$ cat src/rtl/frequency_divider_bank.sv
// Bank of independent 50%-duty clock dividers with double-buffered divisors.
// Optional FREQDIV_SYNC_EN adds a 'sync' input that phase-aligns every channel.
module frequency_divider_bank #(
    parameter int CHANNELS = 4,
    parameter int WIDTH    = 32
) (
    input  logic                      clock_in,
    input  logic                      reset,
    input  logic [CHANNELS-1:0]       enable,
    input  logic [CHANNELS-1:0]       load,
    input  logic [CHANNELS*WIDTH-1:0] divisor,
`ifdef FREQDIV_SYNC_EN
    input  logic                      sync,
`endif
    output logic [CHANNELS-1:0]       clock_out,
    output logic [CHANNELS-1:0]       tick,
    output logic [CHANNELS-1:0]       pending
);

    for (genvar i = 0; i < CHANNELS; i++) begin : g_chan
        logic [WIDTH-1:0] r_cnt;
        logic [WIDTH-1:0] r_act;
        logic [WIDTH-1:0] r_pendVal;
        logic             r_pend;
        logic             r_clk;
        logic             r_tick;
        logic [WIDTH-1:0] w_div;
        logic             w_last;

        assign w_div  = divisor[i*WIDTH +: WIDTH];
        assign w_last = enable[i] && (r_act != '0) && (r_cnt == r_act - WIDTH'(1));

        always_ff @(posedge clock_in) begin
            if (reset) begin
                r_cnt     <= '0;
                r_act     <= '0;
                r_pendVal <= '0;
                r_pend    <= 1'b0;
                r_clk     <= 1'b0;
                r_tick    <= 1'b0;
            end
`ifdef FREQDIV_SYNC_EN
            else if (sync) begin
                if (r_pend) begin
                    r_act  <= r_pendVal;
                    r_pend <= 1'b0;
                end
                r_cnt  <= '0;
                r_clk  <= 1'b0;
                r_tick <= 1'b0;
            end
`endif
            else begin
                r_tick <= 1'b0;
                if (r_act == '0) begin
                    // An idle channel takes a new divisor immediately and starts in its low phase.
                    if (load[i]) begin
                        r_act <= w_div;
                        r_cnt <= '0;
                    end
                end else if (w_last) begin
                    r_cnt <= '0;
                    if (r_clk) begin
                        r_clk <= 1'b0;
                        if (load[i]) begin
                            r_act  <= w_div;
                            r_pend <= 1'b0;
                        end else if (r_pend) begin
                            r_act  <= r_pendVal;
                            r_pend <= 1'b0;
                        end
                    end else begin
                        r_clk  <= 1'b1;
                        r_tick <= 1'b1;
                        if (load[i]) begin
                            r_pendVal <= w_div;
                            r_pend    <= 1'b1;
                        end
                    end
                end else begin
                    if (enable[i]) begin
                        r_cnt <= r_cnt + WIDTH'(1);
                    end
                    if (load[i]) begin
                        r_pendVal <= w_div;
                        r_pend    <= 1'b1;
                    end
                end
            end
        end

        assign clock_out[i] = r_clk;
        assign tick[i]      = r_tick;
        assign pending[i]   = r_pend;
    end

endmodule

$ cat config.mk
export PLATFORM = sky130hd
export DESIGN_NAME = frequency_divider_bank
export DESIGN_NICKNAME = d
export VERILOG_FILES = /design/src/rtl/frequency_divider_bank.sv
export SDC_FILE = /design/constraint.sdc
export NUM_CORES = 1
export LEC_CHECK = 0
export CELL_PAD_IN_SITES_DETAIL_PLACEMENT = 0
export CELL_PAD_IN_SITES_GLOBAL_PLACEMENT = 1
export CORE_ASPECT_RATIO = 0.7
export CORE_MARGIN = 3
export CORE_UTILIZATION = 50
export CTS_BUF_LIST = sky130_fd_sc_hd__clkbuf_2
export DETAILED_ROUTE_END_ITERATION = 16
export PLACE_DENSITY = 0.84
export SYNTH_ARGS = -nofsm -noshare
export SYNTH_HDL_FRONTEND = slang
export SYNTH_SLANG_ARGS = --single-unit
$ cat constraint.sdc
create_clock -name clock_in -period 11.4 [get_ports clock_in]
set_input_delay 1.71 -clock clock_in [delete_from_list [all_inputs] [get_ports clock_in]]
set_output_delay 1.71 -clock clock_in [all_outputs]
set_load 0.005 [all_outputs]
==> results.sh, run 1 <==
export IMPL_status="finished clean"
export IMPL_postSynthAreaPerCell_um2=8.39
export IMPL_hp_class="flip-flop to flip-flop"
export IMPL_grt_pass1_wl_um=102000
export IMPL_synth_area_leaders="dfxtp_1 (36%), xnor2_1 (6.7%), mux2i_1 (5.5%)"
export IMPL_maxSlewHeadroom_pct=17.2
export IMPL_setup_slack_ns=6.33
export IMPL_antenna_found_initial=4
export IMPL_totalPowerFinal_mw=6.36
export IMPL_power_density_mw_per_mm2=261
export IMPL_arrival_ns=6.00
export IMPL_nets=2836
export IMPL_post_route_util_pct=56.9
export IMPL_p_leak_nw=9.54
export IMPL_fin_cells=3341
export IMPL_coreArea_mm2=0.0428
export IMPL_p_seq_share_pct=30.5
export IMPL_vias=19911
export IMPL_via_per_inst=5.96
export IMPL_crit_path_end_kind="flip-flop"
export IMPL_tightest_slew_ns=1.24
export IMPL_syn_inst=2607
export IMPL_async_flop_share_pct=0
export IMPL_worstHoldStart="g_chan[0].r_pendVal[9]$_SDFFE_PP0P_"
export IMPL_power_frac_comb_pct=54.6
export IMPL_worst_hold_slack_ns=0.466
export IMPL_grt_max_degree=85
export IMPL_grt_setup_unrepaired="false"
export IMPL_die_area_mm2=0.0463
export IMPL_reg2reg_depth=11
export IMPL_clock_sinks=396
export IMPL_synth_ff_type="dfxtp_1"
export IMPL_die_x_um=256
export IMPL_port_buffers=149
export IMPL_maxCapViolations=0
export IMPL_gp_congestion=0.927
export IMPL_synth_top_area_cell="dfxtp_1"
export IMPL_rr_endpoint="g_chan[0].r_act[1]$_SDFFE_PP0P_"
export IMPL_slew_viol_final=0
export IMPL_sw_frac_of_total_pct=46.6
export IMPL_synth_common_cells="dfxtp_1 (396), nor2_1 (264), nand2_1 (193), xnor2_1 (167), clkbuf_1 (145)"
export IMPL_first_global_vias=18983
export IMPL_final_area_mm2=0.0244
export IMPL_cts_tree="done"
export IMPL_dp_hpwl_um=45300
export IMPL_syn_to_final_growth_pct=11.4
export IMPL_final_antenna_net_count=0
export IMPL_post_cts_buffers=0
export IMPL_cts_buffers=95
export IMPL_synth_fp_nets=2757
export IMPL_synth_seq_cells=396
export IMPL_overflow=0
export IMPL_yosysMostFrequentCell="dfxtp_1"
export IMPL_finalCritPeriodShare_pct=44.5
export IMPL_r2r_start="g_chan[0].r_act[0]$_SDFFE_PP0P_"
export IMPL_dpl_instance_area_mm2=0.0235
export IMPL_htree_levels=3
export IMPL_cp_required_ns=12.33
export IMPL_whs_path_depth=2
export IMPL_setup_violations=0
export IMPL_cts_hold_buf=0
export IMPL_wire_per_inst_um=19.0
export IMPL_first_pass_iters=5
export IMPL_pwr_share_clk_pct=14.9
export IMPL_synth_distinct_cells=82
export IMPL_cp_max_fo=30
export IMPL_clock_latency_ns=1.03
export IMPL_r2r_slack_ns=6.33
export IMPL_setup_tns_ns=0
export IMPL_clk_pin_slew_worst_paths_ns=0.12
export IMPL_crit_path_start_kind="flip-flop"
export IMPL_skew_ns=0.0801
export IMPL_p_int_mw=3.39
export IMPL_dp_slack_ns=6.37
export IMPL_start_util_pct=51.1
export IMPL_synth_edff_count=0
export IMPL_holdPathEnd="g_chan[0].r_pendVal[9]$_SDFFE_PP0P_"
export IMPL_synthDominantCellAreaShare_pct=36.2
export IMPL_seq_area_frac_synth_pct=36.2
export IMPL_dpl_cell_count=3174
export IMPL_cts_root_buffer_cell="clkbuf_2"
export IMPL_max_freq_ghz=0.197
export IMPL_ioPinCount=150
export IMPL_ctsResizeCount=0
export IMPL_min_period_ns=5.07
export IMPL_first_iter_violations=1705
export IMPL_die_h_um=181
export IMPL_num_rows=63
export IMPL_yosysWarnings=0
export IMPL_wirelength_um=63500
export IMPL_clockBufferDepth=3
export IMPL_drc=0
export IMPL_p_sw_mw=2.97
export IMPL_grt_usage_pct=26.6
export IMPL_syn_area_mm2=0.0219
export IMPL_ir_drop_uv=171
export IMPL_path_class="flip-flop to flip-flop"
export IMPL_drive_gt1_share_pct=8.50
export IMPL_finalHoldViolCount=0
## worst max-delay path, cell delays in order, from the launching register on
cell and delay, ns:
dfxtp_1 0.36, inv_1 0.11, ha_1 0.29, or3b_2 0.62, nor4_2 0.68, and4_1 0.33, o22ai_1 0.09, nor4_1 0.33
nand4_1 0.44, o21ai_2 1.09, nand2_1 0.25, a221oi_1 0.37
## routing by layer
metal	wire (um)	GRT usage (%)	up-vias
met3	4480	5.83	91
met2	27200	39.4	630
met5	0	0	-
li1	-	-	9704
met4	1110	7.54	0
met1	30700	38.6	9486
## cell type report
type	instances	area [um2]
antenna	4	10.0
clock buffer	135	676
clock inverter	28	168
fill	3980	18400
inverter	41	155
multi-input combinational	1982	13100
sequential	396	7930
tap	585	732
timing repair buffer	170	1650
## power groups by stage
stage / registers, mW / logic [mW] / clock network [mW]
5_1_grt: 1.98 / 3.82 / 1.06
6_report: 1.94 / 3.47 / 0.950
3_3_place_gp: 1.95 / 3.33 / 0
2_1_floorplan: 1.84 / 2.71 / 0
4_1_cts: 1.93 / 3.41 / 0.986
3_5_place_dp: 1.96 / 3.39 / 0
## cell families after synthesis
logic type / after synthesis / synth area share [%]
mux: 139 / 6.46
flops: 396 / 36.2
fa+ha+maj: 12 / 0.686
buf+inv: 229 / 4.41
simple gates: 1068 / 25.6
xor+xnor: 281 / 11.3
compound gates: 482 / 15.4
## placed cells by master (no fill, tap or decap), types with 58 or more instances in the layout
cell / Yosys / routed
a211oi_1: 63 / 63
a21oi_1: 93 / 92
and2_1: 62 / 62
clkbuf_2: 0 / 135
clkdlybuf4s50_1: 0 / 148
dfxtp_1: 396 / 396
mux2i_1: 121 / 121
nand2_1: 193 / 193
nand3_1: 101 / 101
nand4_1: 58 / 58
nor2_1: 264 / 261
nor3_1: 92 / 92
nor4_1: 59 / 59
o22ai_1: 68 / 68
xnor2_1: 167 / 167
xor2_1: 114 / 114
## sequential cells by signal, summed over array words and instances (netlist names)
register / count
g_chan.r_tick: 4
g_chan.r_pendVal: 128
g_chan.r_pend: 4
g_chan.r_clk: 4
g_chan.r_act: 128
g_chan.r_cnt: 128
## worst max path at each step
| stage | start | depth (start not counted) | slack [ns] | end |
|---|---|---|---|---|
| after floorplan | g_chan[2].r_act[20]$_SDFFE_PP0P_ | 11 | 7.68 | g_chan[2].r_cnt[0]$_SDFFE_PP0P_ |
| after global placement | enable[1] | 10 | 6.45 | g_chan[1].r_act[16]$_SDFFE_PP0P_ |
| after detailed placement | enable[0] | 9 | 6.37 | g_chan[0].r_act[1]$_SDFFE_PP0P_ |
| after CTS | g_chan[0].r_act[0]$_SDFFE_PP0P_ | 11 | 6.49 | g_chan[0].r_act[1]$_SDFFE_PP0P_ |
| after global routing | g_chan[0].r_act[0]$_SDFFE_PP0P_ | 11 | 6.10 | g_chan[0].r_act[0]$_SDFFE_PP0P_ |
| final | g_chan[0].r_act[0]$_SDFFE_PP0P_ | 11 | 6.33 | g_chan[0].r_act[1]$_SDFFE_PP0P_ |
Note: power is estimated with default switching activity, not from simulation.
==> inputs of run 2 (changes only) <==
CORE_UTILIZATION = 47   (was 50)
PLACE_DENSITY = 0.79   (was 0.84)
clock period = 5.25 ns   (was 11.4 ns; I/O delays follow)
==> run 2 against run 1 <==
  * Combinational power increased by 120%
  * Largest power group unchanged
  * Clock power grew 130%
  * Sequential power up 120%
  * Non-clock buffer count grew 20
  * Largest cell class unchanged
  * Count of clock-buffer cells in the layout increased by 12
  * Highest routed layer unchanged
==> results.sh, run 2 (synthesized netlist as in run 1, its figures left out) <==
export IMPL_die_area_mm2=0.0492
export IMPL_clockBufferDepth=3
export IMPL_totalPowerFinal_mw=14.1
export IMPL_power_frac_comb_pct=54.5
export IMPL_slew_viol_final=0
export IMPL_cts_tree="done"
export IMPL_p_sw_mw=6.51
export IMPL_ctsResizeCount=0
export IMPL_most_common_layout_cells="dfxtp_1 (396), nor2_1 (261), nand2_1 (193)"
export IMPL_maxSlewHeadroom_pct=28.7
export IMPL_p_seq_share_pct=29.8
export IMPL_pwr_share_clk_pct=15.7
export IMPL_coreArea_mm2=0.0455
export IMPL_final_antenna_net_count=0
export IMPL_grt_setup_unrepaired="false"
export IMPL_power_density_mw_per_mm2=572
export IMPL_clk_pin_slew_worst_paths_ns=0.11
export IMPL_die_h_um=187
export IMPL_cp_required_ns=6.23
export IMPL_final_area_mm2=0.0247
export IMPL_drive_gt1_share_pct=9.71
export IMPL_dp_hpwl_um=45400
export IMPL_r2r_slack_ns=0.67
export IMPL_antenna_found_initial=4
export IMPL_ir_drop_uv=296
export IMPL_via_per_inst=5.95
export IMPL_p_int_mw=7.60
export IMPL_path_cells="nor4_2 > nand4_1 > nor3_1 > xnor2_1 > or3_1 > or4b_2 > nor4_4 > a211o_2 > nor2_1"
export IMPL_tightest_slew_ns=1.07
export IMPL_vias=20160
export IMPL_grt_usage_pct=25.0
export IMPL_crit_buf_inv=0
export IMPL_cp_max_fo=32
export IMPL_sw_frac_of_total_pct=46.1
export IMPL_drc=0
export IMPL_path_class="flip-flop to flip-flop"
export IMPL_setup_violations=0
export IMPL_max_freq_ghz=0.218
export IMPL_skew_ns=0.0612
export IMPL_wire_per_inst_um=18.8
export IMPL_max_stage_delay_ns=0.75
export IMPL_cpMaxStageDelayCell="or4b_2"
export IMPL_finalCritPeriodShare_pct=87.2
export IMPL_fill_cells=4316
export IMPL_grt_pass1_wl_um=102000
export IMPL_crit_path_start_kind="flip-flop"
export IMPL_num_rows=65
export IMPL_syn_to_final_growth_pct=12.7
export IMPL_status="finished clean"
export IMPL_cp_top_family="simple AND/OR/NAND/NOR gates"
export IMPL_die_x_um=264
export IMPL_maxCapViolations=0
export IMPL_clock_sinks=396
export IMPL_port_buffers=149
export IMPL_arrival_ns=5.56
export IMPL_wirelength_um=63700
export IMPL_final_common_cell="dfxtp_1"
export IMPL_cts_buffers=99
export IMPL_crit_path_end_kind="flip-flop"
export IMPL_min_period_ns=4.58
export IMPL_ioPinCount=150
export IMPL_fin_cells=3391
export IMPL_first_pass_iters=5
export IMPL_reg_largest_list="g_chan.r_act: 128 flops, g_chan.r_cnt: 128 flops, g_chan.r_pendVal: 128 flops"
export IMPL_cts_root_buffer_cell="clkbuf_2"
export IMPL_gp_congestion=0.934
export IMPL_finalHoldViolCount=0
export IMPL_hp_class="primary input to flip-flop"
export IMPL_clock_latency_ns=1.13
export IMPL_overflow=0
export IMPL_nets=2860
export IMPL_post_route_util_pct=54.1
export IMPL_grt_max_degree=86
export IMPL_first_global_vias=18969
export IMPL_htree_levels=3
export IMPL_p_leak_nw=9.72
export IMPL_first_iter_violations=1605
export IMPL_setup_tns_ns=0
export IMPL_start_util_pct=48.0
export IMPL_dpl_instance_area_mm2=0.0237
export IMPL_dpl_cell_count=3211
[run 2: area by class of cell]
| class | count | area, um2 | share of cell area (%) |
|---|---|---|---|
| antenna | 7 | 17.5 | 0.0711 |
| clock buffer | 147 | 736 | 2.98 |
| clock inverter | 25 | 188 | 0.761 |
| inverter | 41 | 155 | 0.629 |
| multi-input combinational | 1982 | 13000 | 52.9 |
| sequential | 396 | 7930 | 32.2 |
| tap | 603 | 754 | 3.06 |
| timing repair buffer | 190 | 1830 | 7.41 |
[run 2: layer usage]
layer	routed length (um)	global-route usage [%]	share of wire, %	vias to the layer above
li1	-	-	-	9776
met1	31500	37.5	49	9620
met2	26600	35.9	42	675
met3	4420	5.36	6.9	89
met4	1210	7.08	1.9	0
met5	0	0	0	-
[run 2: path summary, 6_finish.rpt]
kind | startpoint | endpoint | cells after the start
worst min register to register | g_chan[0].r_pendVal[16]$_SDFFE_PP0P_ | g_chan[0].r_pendVal[16]$_SDFFE_PP0P_ | 2
worst max register to register | g_chan[2].r_act[4]$_SDFFE_PP0P_ | g_chan[2].r_cnt[16]$_SDFFE_PP0P_ | 9
worst max-delay path | g_chan[2].r_act[4]$_SDFFE_PP0P_ | g_chan[2].r_cnt[16]$_SDFFE_PP0P_ | 9
worst min-delay path | divisor[2] | g_chan[0].r_pendVal[2]$_SDFFE_PP0P_ | 3
[run 2: stage by stage]
| step | hold WS, ns | worst slack, ns |
|---|---|---|
| 5_1_grt | 0.123 | 0.443 |
| 4_1_cts | 0.133 | 0.773 |
| 3_3_place_gp | 0.443 | 0.820 |
| 2_1_floorplan | 0.435 | 1.53 |
| 6_report | 0.249 | 0.673 |
| 3_5_place_dp | 0.450 | 0.772 |
[run 2: repair_timing]
action / in CTS / in global routing
setup buffers: 0 / 0
endpoints found under the hold margin: 17 / 0
hold buffers: 1 / 0
[run 2: tightest hold or removal path: stages]
cell	delay (ns)
clkdlybuf4s50_1	0.42
nand2_1	0.06
mux2i_1	0.06
[run 2: power groups by stage]
stage | combinational (mW) | sequential, mW | clock (mW)
floorplan | 5.88 | 3.99 | 0
global placement | 7.44 | 4.24 | 0
detailed placement | 7.55 | 4.26 | 0
CTS | 7.59 | 4.19 | 2.31
global route | 8.44 | 4.29 | 2.46
finish | 7.69 | 4.20 | 2.22
==> inputs of run 3 (changes only) <==
CORE_UTILIZATION = 35   (was 47)
PLACE_DENSITY = 0.61   (was 0.79)
==> run 3 against run 2 <==
  * Via count is 1.4% lower
  * Non-clock buffer count down 3
  * Count of clock-buffer cells in the layout is 5 lower
  * Cell count rose by 6.3%
  * Core utilization decreased by 14 points
  * Sequential share of layout area decreased by 0.27 points
  * Register-to-register slack gained 0.15 ns
  * Critical endpoint is now g_chan[3].r_cnt[5]$_SDFFE_PP0P_
  * Largest power group unchanged
  * Highest routed layer is now met5
==> results.sh, run 3 (synthesized netlist as in run 1, its figures left out) <==
export IMPL_status="finished clean"
export IMPL_cts_tree="done"
export IMPL_cts_buffers=103
export IMPL_cp_max_fo=30
export IMPL_path_common_cell="or4_1"
export IMPL_start_util_pct=35.4
export IMPL_seq_area_mm2=0.00793
export IMPL_nets=2861
export IMPL_p_sw_mw=6.68
export IMPL_first_global_vias=19170
export IMPL_antenna_found_initial=3
export IMPL_grt_setup_unrepaired="false"
export IMPL_reg_largest_list="g_chan.r_act: 128 flops, g_chan.r_cnt: 128 flops, g_chan.r_pendVal: 128 flops"
export IMPL_maxCapViolations=0
export IMPL_clock_sinks=396
export IMPL_tightest_slew_ns=1.18
export IMPL_clockBufferDepth=3
export IMPL_gp_congestion=0.895
export IMPL_multi_input_area_mm2=0.0130
export IMPL_min_period_ns=4.43
export IMPL_setup_tns_ns=0
export IMPL_htree_levels=3
export IMPL_wirelength_um=69100
export IMPL_grt_pass1_wl_um=109000
export IMPL_path_class="flip-flop to flip-flop"
export IMPL_arrival_ns=5.44
export IMPL_reg2reg_depth=10
export IMPL_overflow=0
export IMPL_p_seq_share_pct=29.8
export IMPL_crit_cells=10
export IMPL_die_h_um=215
export IMPL_via_per_inst=5.52
export IMPL_maxSlewHeadroom_pct=20.9
export IMPL_setup_violations=0
export IMPL_crit_path_end_kind="flip-flop"
export IMPL_cpMaxStageDelayCell="or4_1"
export IMPL_drc=0
export IMPL_most_common_layout_cells="dfxtp_1 (396), nor2_1 (261), nand2_1 (193)"
export IMPL_finalHoldViolCount=0
export IMPL_post_cts_buffers=0
export IMPL_cp_required_ns=6.26
export IMPL_drive_gt1_share_pct=9.39
export IMPL_coreArea_mm2=0.0617
export IMPL_clk_pin_slew_worst_paths_ns=0.10
export IMPL_grt_max_degree=101
export IMPL_setup_slack_ns=0.819
export IMPL_dp_hpwl_um=49600
export IMPL_clock_latency_ns=1.21
export IMPL_fill_cells=6211
export IMPL_power_density_mw_per_mm2=568
export IMPL_hp_class="primary input to flip-flop"
export IMPL_die_area_mm2=0.0656
export IMPL_ir_drop_uv=437
export IMPL_cts_root_buffer_cell="clkbuf_2"
export IMPL_wire_per_inst_um=19.2
export IMPL_ioPinCount=150
export IMPL_cp_top_family="simple AND/OR/NAND/NOR gates"
export IMPL_skew_ns=0.100
export IMPL_first_iter_violations=1239
export IMPL_finalCritPeriodShare_pct=84.4
export IMPL_first_pass_iters=7
export IMPL_die_x_um=305
export IMPL_ctsResizeCount=0
export IMPL_path_cells="or4_1 > or4_1 > a2111o_1 > o21bai_1 > nor4_1 > nand4_1 > nor4b_2 > a2bb2oi_2 > buf_4 > nor2_1"
export IMPL_final_common_cell="dfxtp_1"
export IMPL_max_stage_delay_ns=0.65
export IMPL_vias=19873
export IMPL_p_int_mw=7.45
export IMPL_crit_path_start_kind="flip-flop"
export IMPL_num_rows=76
export IMPL_grt_usage_pct=20.7
export IMPL_post_route_util_pct=40.3
export IMPL_dp_slack_ns=0.935
export IMPL_sw_frac_of_total_pct=47.2
export IMPL_crit_buf_inv=1
export IMPL_power_frac_comb_pct=54.9
export IMPL_max_freq_ghz=0.226
export IMPL_whs_path_depth=3
export IMPL_pwr_share_clk_pct=15.3
export IMPL_port_buffers=149
export IMPL_final_antenna_net_count=0
export IMPL_syn_to_final_growth_pct=13.6
export IMPL_slew_viol_final=0
export IMPL_p_leak_nw=9.67
[run 3: cell count changes in the layout (fill, tap and decap cells not counted)]
cell / delta
clkinv_4: +1
clkinv_2: -2
diode_2: -3
inv_2: -1
bufinv_16: -2
inv_6: +3
buf_4: -3
clkinv_1: +8
clkbuf_2: -5
[run 3: per-stage QoR]
step / hold WS [ns] / power [mW] / cell area [um2] / cells
after CTS: 0.00643 / 14.2 / 24900 / 3599
after detailed placement: 0.449 / 11.9 / 24000 / 3424
after floorplan: 0.435 / 9.87 / 21900 / 2607
after global routing: 0.0141 / 15.3 / 24900 / 3603
final: 0.177 / 14.1 / 24900 / 3603
after global placement: 0.444 / 11.9 / 24000 / 3424
[run 3: area by class of cell]
class                           instances  area share [%]
Antenna cell                            4          0.0403
Clock buffer                          142            2.86
Clock inverter                         32           0.720
Inverter                               41           0.624
Multi-Input combinational cell       1982            52.5
Sequential cell                       396            31.9
Tap cell                              819            4.12
Timing Repair Buffer                  187            7.26
[run 3: path summary, 6_finish.rpt]
kind	startpoint	to	slack (ns)
worst min register to register	g_chan[0].r_pendVal[7]$_SDFFE_PP0P_	g_chan[0].r_pendVal[7]$_SDFFE_PP0P_	0.47
worst min-delay path	divisor[36]	g_chan[1].r_pendVal[4]$_SDFFE_PP0P_	0.18
worst max-delay path	g_chan[3].r_act[6]$_SDFFE_PP0P_	g_chan[3].r_cnt[5]$_SDFFE_PP0P_	0.82
worst max register to register	g_chan[3].r_act[6]$_SDFFE_PP0P_	g_chan[3].r_cnt[5]$_SDFFE_PP0P_	0.82
[run 3: per-layer routing]
layer,wire length (um),GRT usage [%]
met2,27000,28.3
met1,37200,32.2
met3,3710,4.58
met5,17,0
met4,1170,4.74
[run 3: tightest hold or removal path, stage by stage]
cell             delay [ns]
clkdlybuf4s50_1        0.43
nand3_1                0.08
a21oi_1                0.05
[run 3: power groups by stage]
stage	sequential [mW]	clock (mW)	combinational, mW
after floorplan	3.99	0	5.88
after global placement	4.26	0	7.63
after detailed placement	4.28	0	7.64
after CTS	4.21	2.29	7.68
after global routing	4.31	2.44	8.57
final	4.21	2.16	7.76
[run 3: what timing repair did]
action	CTS	global route
hold buffers	1	0
endpoints found under the hold margin	33	0
setup endpoints to repair	0	0
